<file path="config.mk">
export PLATFORM = sky130hd
export DESIGN_NAME = fifo_nibble_tx_flat
export DESIGN_NICKNAME = d
export VERILOG_FILES = /design/src/rtl/fifo_nibble_tx_if.sv /design/src/rtl/fifo_nibble_tx.sv /design/src/flat_wrapper.sv
export SDC_FILE = /design/constraint.sdc
export NUM_CORES = 1
export LEC_CHECK = 0
export CAP_MARGIN = 20
export CORE_UTILIZATION = 61
export DETAILED_ROUTE_END_ITERATION = 6
export DONT_BUFFER_PORTS = 1
export GPL_TIMING_DRIVEN = 1
export PLACE_DENSITY = 0.84
export SYNTH_ARGS = -nofsm -noshare
export SYNTH_HDL_FRONTEND = slang
export SYNTH_SLANG_ARGS = --single-unit
</file>
<file path="constraint.sdc">
create_clock -name clk -period 1.6 [get_ports clk]
set_input_delay 0.16 -clock clk [delete_from_list [all_inputs] [get_ports clk]]
set_output_delay 0.16 -clock clk [all_outputs]
set_load 0.03 [all_outputs]
</file>
<file path="src/rtl/fifo_nibble_tx_if.sv">
// rtl/fifo_nibble_tx_if.sv - FIFO read-side bundle between a FIFO and the nibble transmitter
interface fifo_nibble_tx_if #(
  parameter int DATA_W = 4
);
  logic              fifo_empty;
  logic [DATA_W-1:0] fifo_rd_data;
  logic              fifo_rd_en;

  modport master (
    input  fifo_empty,
    input  fifo_rd_data,
    output fifo_rd_en
  );

  modport slave (
    output fifo_empty,
    output fifo_rd_data,
    input  fifo_rd_en
  );
endinterface

</file>
<file path="src/rtl/fifo_nibble_tx.sv">
// rtl/fifo_nibble_tx.sv - pops FIFO words and sends each as a serial frame
// Frame: start(0), DATA_W bits LSB first, optional even parity, stop(1); all outputs registered.
module fifo_nibble_tx #(
  parameter int CLKS_PER_BIT = 4,
  parameter int DATA_W       = 4,
  parameter int PARITY_EN    = 1
) (
  input  logic             clk,
  input  logic             rst_n,
  input  logic             ena,
  fifo_nibble_tx_if.master fifo,
  output logic             tx,
  output logic             busy,
  output logic             frame_done
);

  localparam int BAUD_W = $clog2(CLKS_PER_BIT + 1);
  localparam int BIT_W  = $clog2(DATA_W + 1);
  localparam logic [BAUD_W-1:0] BAUD_LAST = BAUD_W'(CLKS_PER_BIT - 1);
  localparam logic [BAUD_W-1:0] BAUD_PRE  = BAUD_W'((CLKS_PER_BIT > 1) ? CLKS_PER_BIT - 2 : 0);
  localparam logic [BIT_W-1:0]  BIT_LAST  = BIT_W'(DATA_W - 1);
  localparam logic              ONE_CLK   = (CLKS_PER_BIT == 1);

  typedef enum logic [2:0] {
    ST_IDLE,
    ST_POP,
    ST_LOAD,
    ST_START,
    ST_DATA,
    ST_PARITY,
    ST_STOP
  } state_t;

  state_t            state_q;
  logic [BAUD_W-1:0] baud_q;
  logic [BIT_W-1:0]  bit_q;
  logic [DATA_W-1:0] shift_q;
  logic              parity_q;
  logic              tx_q;
  logic              rd_en_q;
  logic              busy_q;
  logic              done_q;
  logic              baud_end;

  assign baud_end        = (baud_q == BAUD_LAST);
  assign fifo.fifo_rd_en = rd_en_q;
  assign tx              = tx_q;
  assign busy            = busy_q;
  assign frame_done      = done_q;

  // rst_n is active-high to match the FIFO this block sits next to.
  always_ff @(posedge clk) begin
    if (rst_n) begin
      state_q  <= ST_IDLE;
      baud_q   <= '0;
      bit_q    <= '0;
      shift_q  <= '0;
      parity_q <= 1'b0;
      tx_q     <= 1'b1;
      rd_en_q  <= 1'b0;
      busy_q   <= 1'b0;
      done_q   <= 1'b0;
    end else begin
      rd_en_q <= 1'b0;
      done_q  <= 1'b0;
      unique case (state_q)
        ST_IDLE: begin
          tx_q <= 1'b1;
          if (ena && !fifo.fifo_empty) begin
            state_q <= ST_POP;
            rd_en_q <= 1'b1;
            busy_q  <= 1'b1;
          end
        end
        ST_POP: begin
          state_q <= ST_LOAD;
        end
        ST_LOAD: begin
          shift_q  <= fifo.fifo_rd_data;
          parity_q <= ^fifo.fifo_rd_data;
          baud_q   <= '0;
          bit_q    <= '0;
          tx_q     <= 1'b0;
          state_q  <= ST_START;
        end
        ST_START: begin
          if (baud_end) begin
            baud_q  <= '0;
            tx_q    <= shift_q[0];
            shift_q <= shift_q >> 1;
            state_q <= ST_DATA;
          end else begin
            baud_q <= baud_q + BAUD_W'(1);
          end
        end
        ST_DATA: begin
          if (baud_end) begin
            baud_q <= '0;
            if (bit_q == BIT_LAST) begin
              bit_q <= '0;
              if (PARITY_EN != 0) begin
                tx_q    <= parity_q;
                state_q <= ST_PARITY;
              end else begin
                tx_q    <= 1'b1;
                done_q  <= ONE_CLK;
                state_q <= ST_STOP;
              end
            end else begin
              bit_q   <= bit_q + BIT_W'(1);
              tx_q    <= shift_q[0];
              shift_q <= shift_q >> 1;
            end
          end else begin
            baud_q <= baud_q + BAUD_W'(1);
          end
        end
        ST_PARITY: begin
          if (baud_end) begin
            baud_q  <= '0;
            tx_q    <= 1'b1;
            done_q  <= ONE_CLK;
            state_q <= ST_STOP;
          end else begin
            baud_q <= baud_q + BAUD_W'(1);
          end
        end
        ST_STOP: begin
          // frame_done is registered, so it is raised one cycle ahead of the last stop cycle.
          if (baud_end) begin
            baud_q  <= '0;
            busy_q  <= 1'b0;
            tx_q    <= 1'b1;
            state_q <= ST_IDLE;
          end else begin
            baud_q <= baud_q + BAUD_W'(1);
            done_q <= (baud_q == BAUD_PRE);
          end
        end
        default: begin
          state_q <= ST_IDLE;
          tx_q    <= 1'b1;
          busy_q  <= 1'b0;
        end
      endcase
    end
  end

endmodule

</file>
<file path="src/flat_wrapper.sv">
// flat-port wrapper written by rule: the top's interface ports become plain ports
module fifo_nibble_tx_flat 
#(
  parameter int CLKS_PER_BIT = 4,
  parameter int DATA_W       = 4,
  parameter int PARITY_EN    = 1
)
  (clk, rst_n, ena, tx, busy, frame_done, fifo_fifo_empty, fifo_fifo_rd_data, fifo_fifo_rd_en);
  fifo_nibble_tx_if #(.DATA_W(DATA_W)) fifo_i ();
  input  logic clk;
  input  logic rst_n;
  input  logic ena;
  output logic tx;
  output logic busy;
  output logic frame_done;
  input wire logic [$bits(fifo_i.fifo_empty)-1:0] fifo_fifo_empty;
  input wire logic [$bits(fifo_i.fifo_rd_data)-1:0] fifo_fifo_rd_data;
  output wire logic [$bits(fifo_i.fifo_rd_en)-1:0] fifo_fifo_rd_en;
  assign fifo_i.fifo_empty = fifo_fifo_empty;
  assign fifo_i.fifo_rd_data = fifo_fifo_rd_data;
  assign fifo_fifo_rd_en = fifo_i.fifo_rd_en;
  fifo_nibble_tx #(.CLKS_PER_BIT(CLKS_PER_BIT), .DATA_W(DATA_W), .PARITY_EN(PARITY_EN)) u_core (.clk(clk), .rst_n(rst_n), .ena(ena), .fifo(fifo_i), .tx(tx), .busy(busy), .frame_done(frame_done));
endmodule
</file>
==> flow_metrics.py <==
metrics = {
    "status": {
        "status": "complete, but fails checks",
        "violations": "design-rule violations",
    },
    "timing": {
        "fin_tns_setup_ns": 0,
        "final-hold-violation-count": 0,
        "worst_slew_pin_slew_ns": 0.600,
        "min_period_ns": 1.48,
        "rsz0062_at_grt": "false",
        "fmax_mhz": 674,
        "finalSetupViolCount": 0,
        "skew_ns": 0.00160,
        "finalCritPeriodShare_pct": 92.7,
        "max_slew_margin_pct": 59.9,
        "worst_slack_ns": 0.116,
        "drv_slew": 0,
    },
    "final_layout": {
        "final_cell_mix": "dfxtp_1 (16), nor2_1 (12), buf_4 (12)",
        "final_common_cell": "dfxtp_1",
        "nets": 153,
        "syn_to_final_growth_pct": 12.4,
        "drive_above_1_share_pct": 20.0,
        "antennaDiodeCount": 0,
    },
    "pwr": {
        "p_leak_uw": 0.000464,
        "vdd_drop_max_mv": 0.742,
        "power_uw": 1310,
        "power_density_nw_per_um2": 1070,
    },
    "global_routing": {
        "antenna_found_initial": 0,
        "grt.total_usage_pct": 28.9,
        "grt_pass1_wl_um": 4170,
        "overflow": 0,
        "grt_max_degree": 19,
        "grt_pass1_vias": 960,
    },
    "die": {
        "rows": 14,
        "coreArea_um2": 1590,
        "dieWidth_um": 44.3,
        "io_pins": 12,
        "initial_utilization_pct": 68.4,
        "dieArea_um2": 1960,
        "die_y_um": 44.3,
    },
    "synth": {
        "netlist_instances": 133,
        "synth_top_area_share_pct": 33.1,
        "syn_area_per_cell_um2": 8.19,
        "ys_ff_latch": 18,
        "ys_warn_count": 0,
        "synth-edff-count": 0,
        "ys_types": 45,
        "netlist.top_cell.by_area": "dfxtp_1",
        "syn_area_um2": 1090,
        "synth_nets": 144,
        "synthTopCellsByArea": "dfxtp_1 (33%), a21oi_1 (5.1%), nor2_1 (4.1%), ha_1 (3.4%), nand2b_1 (2.9%)",
        "ys_seq_area_share_pct": 33.1,
        "synth_async_sr_flop_share_pct": 0,
        "synthFlopType": "dfxtp_1",
    },
    "worst_setup_path": {
        "slowest_stage": "dfxtp_1",
        "cp_common_cell": "buf_4",
        "required_ns": 1.82,
        "criticalPathCategory": "flop to flop",
        "crit_fanout": 10,
        "endpoint_kind": "flop",
        "arrival_ns": 1.71,
        "cp_num_buf_inv": 2,
        "crit_family": "flip-flops",
        "startpoint_type": "flop",
        "cpPeakStageDelay_ns": 0.33,
        "crit_chain": "buf_4, buf_4, nor2_1, a22oi_1, o21ai_1, mux2i_1",
    },
    "detailed_routing": {
        "vias": 1082,
        "routed_wl_um": 2710,
        "antenna_left": 0,
        "viasPerCell": 6.60,
        "drtIter0Drc": 57,
        "route.detailed.drc": 1,
        "avgRoutedWirePerCell_um": 16.5,
        "firstDrtPassIters": 6,
    },
    "cts": {
        "clk_latency_ns": 0.29,
        "cts.sinks": 18,
        "clock_path_buffers": 2,
        "clk_pin_slew_ns": 0.10,
        "numCtsBuffers": 3,
        "root_buffer": "clkbuf_4",
        "cts.htree.levels": 1,
        "cts_tree": "built",
    },
    "placement": {
        "pre_cts_ws_ns": 0.0273,
        "hpwlAfterDp_um": 1830,
        "place_congestion": 0.895,
        "port_buffers": 0,
    },
    "min_path": {
        "min_path_type": "input port to flop",
    },
    "job": {
        "drv_cap": 0,
    },
}
## logic make-up (layout without fill, tap and decap cells)
family | Yosys count | count (layout) | share of synthesized area, %
compound gates | 41 | 41 | 24.5
xor+xnor | 3 | 3 | 2.41
fa+ha+maj | 3 | 3 | 3.44
buf+inv | 15 | 22 | 6.66
flops | 18 | 18 | 33.1
mux | 3 | 3 | 2.87
simple gates | 50 | 50 | 27.1
## Yosys cell counts (2+ instances only)
master / n
dfxtp_1: 18
ha_1: 3
a21o_1: 2
inv_1: 4
mux2i_1: 2
clkbuf_1: 3
o21ai_0: 2
nor2_1: 12
xnor2_1: 3
nand2b_1: 5
a21oi_1: 11
o21ai_1: 6
or3b_1: 2
buf_2: 4
a31oi_1: 3
or3_1: 2
a32oi_1: 2
and3_1: 4
nor3_1: 2
nand2_1: 5
and3b_1: 2
a22oi_1: 3
inv_2: 2
nor2b_1: 2
o221ai_1: 2
a211oi_1: 2
nor4_1: 2
nand3_1: 6
## sequential cells by signal, indices dropped and copies added (netlist names)
name / count
u_core.frame_done: 1
u_core.bit_q: 3
u_core.shift_q: 4
u_core.parity_q: 1
u_core.state_q: 3
u_core.fifo.fifo_rd_en: 1
u_core.tx: 1
u_core.baud_q: 3
u_core.busy: 1
## per-layer routing
metal	global-route usage (%)	wire length, um	vias up
met5	0	0	-
met4	11.5	63	0
met3	7.35	256	6
met2	45.0	1260	58
met1	38.2	1120	507
li1	-	-	511
## metrics by stage
| stage | hold slack [ns] | area [um2] | cells | utilization [%] |
|---|---|---|---|---|
| final | 0.0135 | 1220 | 164 | 76.8 |
| after global routing | 0.0258 | 1220 | 164 | 76.8 |
| after CTS | -0.0832 | 1170 | 161 | 73.2 |
| after detailed placement | 0.234 | 1140 | 158 | 71.8 |
| after global placement | 0.232 | 1140 | 158 | 71.8 |
| after floorplan | 0.297 | 1090 | 133 | - |
## where the power goes
part	total [uW]	switching [uW]	leakage, uW	internal [uW]
Combinational	475	274	0.000303	200
Clock	222	135	0.0000138	87.6
Sequential	615	108	0.000147	508
## worst register-to-register path, cell delays in order, from the launching register on
cell,delay [ns]
dfxtp_1,0.33
buf_4,0.17
buf_4,0.17
nor2_1,0.24
a22oi_1,0.14
o21ai_1,0.18
mux2i_1,0.19
## timing repair
action | CTS | global route
setup buffers | 0 | 2
endpoints found under the setup margin | 0 | 12
endpoints found under the hold margin | 15 | 15
resized for setup | 0 | 10
## layout make-up
cell class,instances,area [um2]
Clock buffer,3,22.5
Inverter,6,22.5
Multi-Input combinational cell,100,687
Fill cell,89,369
Timing Repair Buffer,13,100
Sequential cell,18,363
Tap cell,24,30.0
## worst paths after layout
check	start	endpoint	slack [ns]	cells past startpoint
setup / recovery	u_core.state_q[2]	u_core.state_q[0]	0.12	6
hold / removal	fifo_fifo_rd_data[3]	u_core.shift_q[3]	0.01	2
setup reg to reg	u_core.state_q[2]	u_core.state_q[0]	0.12	6
hold reg to reg	u_core.shift_q[2]	u_core.shift_q[2]	0.48	2
Power figures use the tool's default switching activity.
